`src/rtl/seq_mult_hs.sv`:
```
// seq_mult_hs: iterative shift-add multiplier, one operand bit per cycle, valid/ready on both sides
module seq_mult_hs #(
  parameter int WIDTH  = 4,
  parameter bit SIGNED = 1'b0
) (
  input  logic                 clk,
  input  logic                 rst,
  input  logic                 in_valid,
  output logic                 in_ready,
  input  logic [WIDTH-1:0]     a,
  input  logic [WIDTH-1:0]     b,
  output logic                 out_valid,
  input  logic                 out_ready,
  output logic [2*WIDTH-1:0]   z
);
  localparam int CW = $clog2(WIDTH);
  typedef enum logic [1:0] {IDLE, CALC, DONE} state_t;
  state_t               state_q;
  logic [2*WIDTH-1:0]   mag_a_q, acc_q, z_q, acc_d;
  logic [WIDTH-1:0]     mag_b_q, mag_a_d, mag_b_d;
  logic [CW-1:0]        cnt_q;
  logic                 neg_q, out_valid_q, accept;
  assign in_ready  = (state_q == IDLE) | ((state_q == DONE) & out_ready);
  assign accept    = in_valid & in_ready;
  assign mag_a_d   = (SIGNED && a[WIDTH-1]) ? -a : a;
  assign mag_b_d   = (SIGNED && b[WIDTH-1]) ? -b : b;
  // multiplicand shifts left and multiplier right, so bit 0 always selects the current partial product
  assign acc_d     = acc_q + (mag_b_q[0] ? mag_a_q : '0);
  assign out_valid = out_valid_q;
  assign z         = z_q;
  always_ff @(posedge clk or posedge rst) begin
    if (rst) begin
      state_q     <= IDLE;
      mag_a_q     <= '0;
      mag_b_q     <= '0;
      acc_q       <= '0;
      cnt_q       <= '0;
      neg_q       <= 1'b0;
      z_q         <= '0;
      out_valid_q <= 1'b0;
    end else if (accept) begin
      mag_a_q     <= {{WIDTH{1'b0}}, mag_a_d};
      mag_b_q     <= mag_b_d;
      neg_q       <= SIGNED & (a[WIDTH-1] ^ b[WIDTH-1]);
      acc_q       <= '0;
      cnt_q       <= '0;
      out_valid_q <= 1'b0;
      state_q     <= CALC;
    end else if (state_q == CALC) begin
      acc_q   <= acc_d;
      mag_a_q <= mag_a_q << 1;
      mag_b_q <= mag_b_q >> 1;
      cnt_q   <= cnt_q + 1'b1;
      if (cnt_q == CW'(WIDTH-1)) begin
        state_q     <= DONE;
        out_valid_q <= 1'b1;
        z_q         <= neg_q ? -acc_d : acc_d;
      end
    end else if (state_q == DONE && out_ready) begin
      state_q     <= IDLE;
      out_valid_q <= 1'b0;
    end
  end
endmodule
```
`config.mk`:
```
export PLATFORM = sky130hd
export DESIGN_NAME = seq_mult_hs
export DESIGN_NICKNAME = d
export VERILOG_FILES = /design/src/rtl/seq_mult_hs.sv
export SDC_FILE = /design/constraint.sdc
export NUM_CORES = 1
export LEC_CHECK = 0
export BUFFER_PORTS_ARGS = -buffer_cell sky130_fd_sc_hd__buf_2
export CAP_MARGIN = 15
export CORE_MARGIN = 2
export CORE_UTILIZATION = 56
export CTS_CLUSTER_DIAMETER = 120
export DETAILED_ROUTE_END_ITERATION = 10
export PLACE_DENSITY = 0.78
export RECOVER_POWER = 25
export SYNTH_ARGS = -nofsm -noshare
export SYNTH_HDL_FRONTEND = slang
export SYNTH_SLANG_ARGS = --single-unit
```
`constraint.sdc`:
```
create_clock -name clk -period 2.6 [get_ports clk]
set_input_delay 0 -clock clk [delete_from_list [all_inputs] [get_ports clk]]
set_output_delay 0 -clock clk [all_outputs]
set_load 0.1 [all_outputs]
```
==> results_dict.tcl, run 1 <==
set metrics [dict create \
    finalMaxSlewViolations 33 \
    cts_buffers 5 \
    coreArea_mm2 0.00276 \
    cts-resized-gates 0 \
    cts_root_buf "clkbuf_4" \
    port_buffers 21 \
    nets 225 \
    relSlewSlack_pct -8.75 \
    power.share.clock_pct 18.7 \
    hold_violations 0 \
    hpwl_um 2290 \
    holdPathStages 5 \
    synth-edff-count 0 \
    violations "capacitance limit, slew limit" \
    wl_per_cell_um 13.8 \
    route.detailed.drc 0 \
    cp_max_fo 9 \
    status "finished with violations" \
    final_common_cell "nand2_1" \
    path_class "reg2reg" \
    fillerInstances 206 \
    mostFrequentLayoutCells "37 x nand2_1, 32 x dfrtp_1, 23 x o21ai_0, 21 x buf_2, 11 x inv_1" \
    synthSimpleGateAreaFrac_pct 14.6 \
    grt_pass1_vias 1261 \
    synth_area_per_cell_um2 9.48 \
    grt.total_usage_pct 22.0 \
    ys_async_sr_fraction_pct 100 \
    grt_first_pass_wirelength_um 5480 \
    fp.dieH_um 57.8 \
    hold_path_class "in2reg" \
    syn_nets 192 \
    syn_area_mm2 0.00162 \
    end_kind "flip-flop" \
    ys.flop_type "dfrtp_1" \
    synth_mux_area_share_pct 2.62 \
    swShare_pct 48.2 \
    reg2reg_depth 9 \
    switchingPower_mw 1.11 \
    p_per_area_mw_per_mm2 1180 \
    p_seq_share_pct 34.6 \
    worst_slew_pin_slew_ns 1.63 \
    clk_pin_slew_ns 0.10 \
    clk_latency_ns 0.34 \
    dieArea_mm2 0.00334 \
    antenna_found_initial 0 \
    cp-start-kind "flip-flop" \
    fin_crit_ns 2.36 \
    cts_tree "yes" \
    synthAdderAreaFrac_pct 7.41 \
    intPower_mw 1.19 \
    drt-pass1-iter-count 4 \
    layout-drive-gt1-share_pct 16.6 \
    wirelength_um 3260 \
    seq_area_frac_synth_pct 49.4 \
    cts_max_level 2 \
    clkSinkCount 32 \
    rows 19 \
    routed-via-count 1336 \
    first_iter_violations 58 \
    timing.final.crit_share_pct 90.9 \
    synth_xor_area_share_pct 2.16 \
    vdd_drop_max_uv 1090 \
    die_x_um 57.8 \
    required_ns 2.83 \
    p_comb_share_pct 46.7 \
    synth_top_family_by_area "compound AO/OA/AOI/OAI gates" \
    initial_core_util_pct 58.8 \
    finalPower_mw 2.30 \
    multi_input_area_um2 763 \
    fin_tns_setup_ns 0 \
    setup_viol 0 \
    grt_max_degree 33 \
    p_leak_nw 0.961 \
    max_freq_ghz 0.423 \
    diodes 0 \
    io_pins 22 \
    clockBufferDepth 2 \
    arrival_ns 2.59 \
    area_growth_syn_to_layout_pct 20.6 \
    synth-seq-cells 32 \
    synthDistinctLibCells 32 \
    vias_per_cell 5.66 \
    area.sequential_um2 801 \
    skew_ns 0.0114 \
    grt-ovfl-total 0 \
    antenna_left 0 \
    synth_compound_area_share_pct 19.6 \
    syn_inst 171 \
    cap_viol_max_count 1 \
    routabilityCongestion 0.860 \
    rsz0062_at_grt "false" \
    ys_warn_count 0 \
]
synth_stat cells (2+ instances only):
cell      instances  area share [%]
xnor2_1           2             1.1
o21ai_0          23             7.1
o22ai_1           2            0.77
mux2i_1           2             1.2
a21oi_1          11             3.4
o211ai_1          3             1.4
a222oi_1          4             2.5
xor2_1            2             1.1
clkbuf_1          5             1.2
or3_1             2            0.77
nand2_1          37             8.6
inv_1            11             2.5
and2_1            8             3.1
dfrtp_1          32              49
o21a_1            2            0.93
mux2_2            2             1.4
ha_1              8             6.2
layout make-up:
cell class              count  area share (%)
inverters                  11            2.11
clock buffers               7            3.33
flip-flops and latches     32            40.9
repair buffers             33            11.1
clock inverters             1            1.54
well taps                  31            1.98
multi-input cells         121            39.0
power groups by stage:
stage          combinational (mW)  sequential [mW]  clock [mW]
2_1_floorplan               0.486             1.18           0
5_1_grt                      1.16            0.814       0.454
6_report                     1.07            0.794       0.429
3_3_place_gp                 1.04            0.792           0
4_1_cts                      1.08            0.794       0.432
3_5_place_dp                 1.07            0.805           0
stage by stage:
stage,hold WS [ns],util [%],cells,area [um^2],setup WS (ns)
after global placement,0.0943,64.0,218,1760,0.344
after floorplan,0.116,-,171,1630,0.288
after detailed placement,0.101,64.0,218,1760,0.257
after CTS,0.0830,71.1,236,1960,0.230
after global routing,0.108,70.9,236,1960,0.143
final,0.0840,70.9,236,1960,0.236
worst max-delay path, cell delays in order, from the launching register on:
cell	delay, ns
dfrtp_1	0.47
and2_1	0.17
ha_1	0.21
inv_1	0.08
fa_1	0.26
nor2b_4	0.06
o31a_1	0.25
o21a_1	0.18
or3_1	0.32
a32o_1	0.26
final timing paths:
| kind | start | slack, ns | endpoint |
|---|---|---|---|
| hold / removal | out_ready | 0.08 | state_q[0] |
| setup / recovery | mag_b_q[0] | 0.24 | acc_q[6] |
| max in group asynchronous | rst | 0.90 | state_q[1] |
| min in group asynchronous | rst | 0.75 | acc_q[5] |
| setup reg to reg | mag_b_q[0] | 0.24 | acc_q[6] |
| hold reg to reg | z[7] | 0.48 | z[7] |
state kept, by name, summed over array words and instances (netlist names):
register and cells:
acc_q 8, state_q 2, cnt_q 2, mag_a_q 8, mag_b_q 4, z 8
per-layer routing:
metal | GRT usage (%) | wire (um) | vias up
met5 | 0 | 0 | -
met4 | 7.97 | 72 | 0
met3 | 6.70 | 133 | 10
met2 | 37.3 | 1590 | 40
met1 | 26.3 | 1460 | 625
li1 | - | - | 661
logic make-up (layout without fill, tap and decap cells):
logic type	Yosys count	count (layout)
buffers and inverters	18	52
and+or+nand+nor	52	52
xor gates and xnor gates	4	4
DFF	32	32
adders and majority gates	9	9
AOI/OAI and AO/OA	52	52
muxes	4	4
timing repair:
action	CTS	global route
buffers inserted	0	0
endpoints found under the hold margin	41	0
setup endpoints to repair	0	0
hold buffers	10	0
(Power assumes the default switching activity.)
==> inputs of run 2 (changes only) <==
ABC_AREA = 1   (was unset)
CORE_UTILIZATION = 57   (was 56)
GPL_TIMING_DRIVEN = 0   (was unset)
PLACE_DENSITY = 0.79   (was 0.78)
==> results_dict.tcl, run 2 <==
set metrics [dict create \
    skew_ns 0.00461 \
    reg2reg_to "acc_q[4]" \
    die_x_um 59.4 \
    hold_path_class "in2reg" \
    clkSinkCount 32 \
    critPathBufInv 4 \
    synthDistinctLibCells 26 \
    cp_max_fo 9 \
    hold_violations 0 \
    ys_async_sr_fraction_pct 100 \
    layout.cells.non_filler 287 \
    cts_buffers 5 \
    reg2reg_depth 13 \
    ys.flop_type "dfrtp_1" \
    grt_first_pass_wirelength_um 6570 \
    layout-drive-gt1-share_pct 18.1 \
    route.detailed.drc 0 \
    diodes 0 \
    rows 20 \
    final_common_cell "nand2_1" \
    timing.final.crit_share_pct 74.6 \
    synth_area_per_cell_um2 8.14 \
    p_leak_nw 1.18 \
    worst_slew_pin_slew_ns 1.11 \
    yosysTopAreaCellShare_pct 45.7 \
    hp-start "in_valid" \
    cp_common_cell "nand2_1" \
    grt_max_degree 22 \
    cts_max_level 2 \
    yosys-top-cells-count "69 x nand2_1, 32 x dfrtp_1, 29 x inv_1, 27 x nand3_1, 13 x o21ai_0" \
    required_ns 2.88 \
    path_delay_family "simple AND/OR/NAND/NOR gates" \
    routabilityCongestion 0.848 \
    synth_top_area_cell "dfrtp_1" \
    wirelength_um 3740 \
    setup_ws_ns 0.661 \
    clockBufferDepth 2 \
    slowest_delay_ns 0.40 \
    fillerInstances 251 \
    crit_chain "buf_2 > nand2_1 > inv_1 > ha_1 > inv_1 > fa_1 > inv_1 > nand2_1 > nand2_1 > and2_1 > or2_1 > nand3_1 > nand2_1" \
    end_kind "flip-flop" \
    antenna_found_initial 0 \
    initial_core_util_pct 58.8 \
    finalPower_mw 2.60 \
    drt-pass1-iter-count 4 \
    yosysMostFrequentCell "nand2_1" \
    vias_per_cell 5.12 \
    fp.dieH_um 59.4 \
    cts_tree "yes" \
    finalMaxSlewViolations 0 \
    synth-edff-count 0 \
    clk_latency_ns 0.33 \
    coreArea_mm2 0.00298 \
    syn_inst 215 \
    r2r-start "mag_b_q[0]" \
    routed-via-count 1469 \
    first_iter_violations 58 \
    cap_viol_max_count 0 \
    fin_tns_setup_ns 0 \
    whs_endpoint "mag_b_q[3]" \
    grt.total_usage_pct 25.5 \
    holdPathStages 3 \
    syn_area_mm2 0.00175 \
    path_class "reg2reg" \
    max_freq_ghz 0.516 \
    io_pins 22 \
    dieArea_mm2 0.00353 \
    arrival_ns 2.22 \
    syn_nets 236 \
    relSlewSlack_pct 26.3 \
    grt-ovfl-total 0 \
    synth.area.top_cells "dfrtp_1 46%, nand2_1 15%, nand3_1 7.7%, inv_1 6.2%, ha_1 5.7%" \
    nets 275 \
    rsz0062_at_grt "false" \
    pre_cts_slack_ns 0.690 \
    area_growth_syn_to_layout_pct 18.2 \
    wl_per_cell_um 13.0 \
    post_cts_buffers 0 \
    clk_pin_slew_ns 0.10 \
    ys_warn_count 0 \
    dp_cells 270 \
    seq_area_frac_synth_pct 45.7 \
    vdd_drop_max_uv 883 \
    hpwl_um 2610 \
    fin_crit_ns 1.94 \
    mostFrequentLayoutCells "69 x nand2_1, 32 x dfrtp_1, 29 x inv_1, 27 x nand3_1, 22 x buf_2" \
    reg2reg_setup_slack_ns 0.66 \
    cp-start-kind "flip-flop" \
    grt_pass1_vias 1465 \
    setup_viol 0 \
    synth-seq-cells 32 \
    port_buffers 21 \
    status "completed" \
    slowest_stage "fa_1" \
    cts_root_buf "clkbuf_4" \
    p_per_area_mw_per_mm2 1260 \
    antenna_left 0 \
]
-- run 2: cell families (layout without fill, tap and decap cells) --
family                     after synthesis  count (layout)  share of synthesized area (%)
DFF                                     32              32                           45.7
and+or+nand+nor                        111             111                           28.7
AOI/OAI and AO/OA                       24              24                           8.08
buffers and inverters                   37              76                           9.58
xor gates and xnor gates                 2               2                           1.00
adders and majority gates                9               9                           6.86
-- run 2: layout make-up --
cell class / count / area [um^2] / area share (%)
Sequential cell: 32 / 801 / 38.7
Timing Repair Buffer: 32 / 209 / 10.1
Clock buffer: 7 / 65.1 / 3.14
Multi-Input combinational cell: 146 / 786 / 38.0
Buffer: 4 / 38.8 / 1.87
Tap cell: 33 / 41.3 / 2.00
Inverter: 33 / 129 / 6.23
-- run 2: worst min-delay path, stage by stage --
cell and delay [ns]:
buf_2 0.15, nand3_1 0.09, o21ai_0 0.07
-- run 2: what timing repair did --
action | in CTS | in global routing
hold buffers | 10 | 0
resized for setup | 0 | 0
hold endpoints to repair | 19 | 0
-- run 2: power breakdown --
| group | switching (mW) | total (mW) | internal [mW] |
|---|---|---|---|
| registers | 0.127 | 0.824 | 0.697 |
| logic | 1.08 | 1.46 | 0.381 |
| clock network | 0.169 | 0.322 | 0.153 |
| total | 1.37 | 2.60 | 1.23 |
-- run 2: worst max path at each step --
stage                      end        from  cells after the start
floorplan           mag_b_q[2]  state_q[1]                      3
finish                acc_q[4]  mag_b_q[0]                     13
global route              z[6]  mag_b_q[0]                     14
global placement      acc_q[4]  mag_b_q[0]                     13
detailed placement        z[6]  mag_b_q[0]                     14
CTS                   acc_q[4]  mag_b_q[0]                     13
-- run 2: layer usage --
| metal | GRT usage (%) | wire (um) | vias up |
|---|---|---|---|
| li1 | - | - | 759 |
| met1 | 30.3 | 1660 | 662 |
| met2 | 44.1 | 1850 | 41 |
| met3 | 7.21 | 179 | 7 |
| met4 | 8.44 | 51 | 0 |
| met5 | 0 | 0 | - |
-- run 2: metrics by stage --
step / cell area, um^2 / hold slack [ns] / utilization (%)
6_report: 2070 / 0.0188 / 69.5
5_1_grt: 2070 / 0.0363 / 69.5
4_1_cts: 2090 / 0.00143 / 70.3
3_5_place_dp: 1930 / 0.0849 / 64.7
3_3_place_gp: 1900 / 0.241 / 63.8
2_1_floorplan: 1750 / 0.116 / -
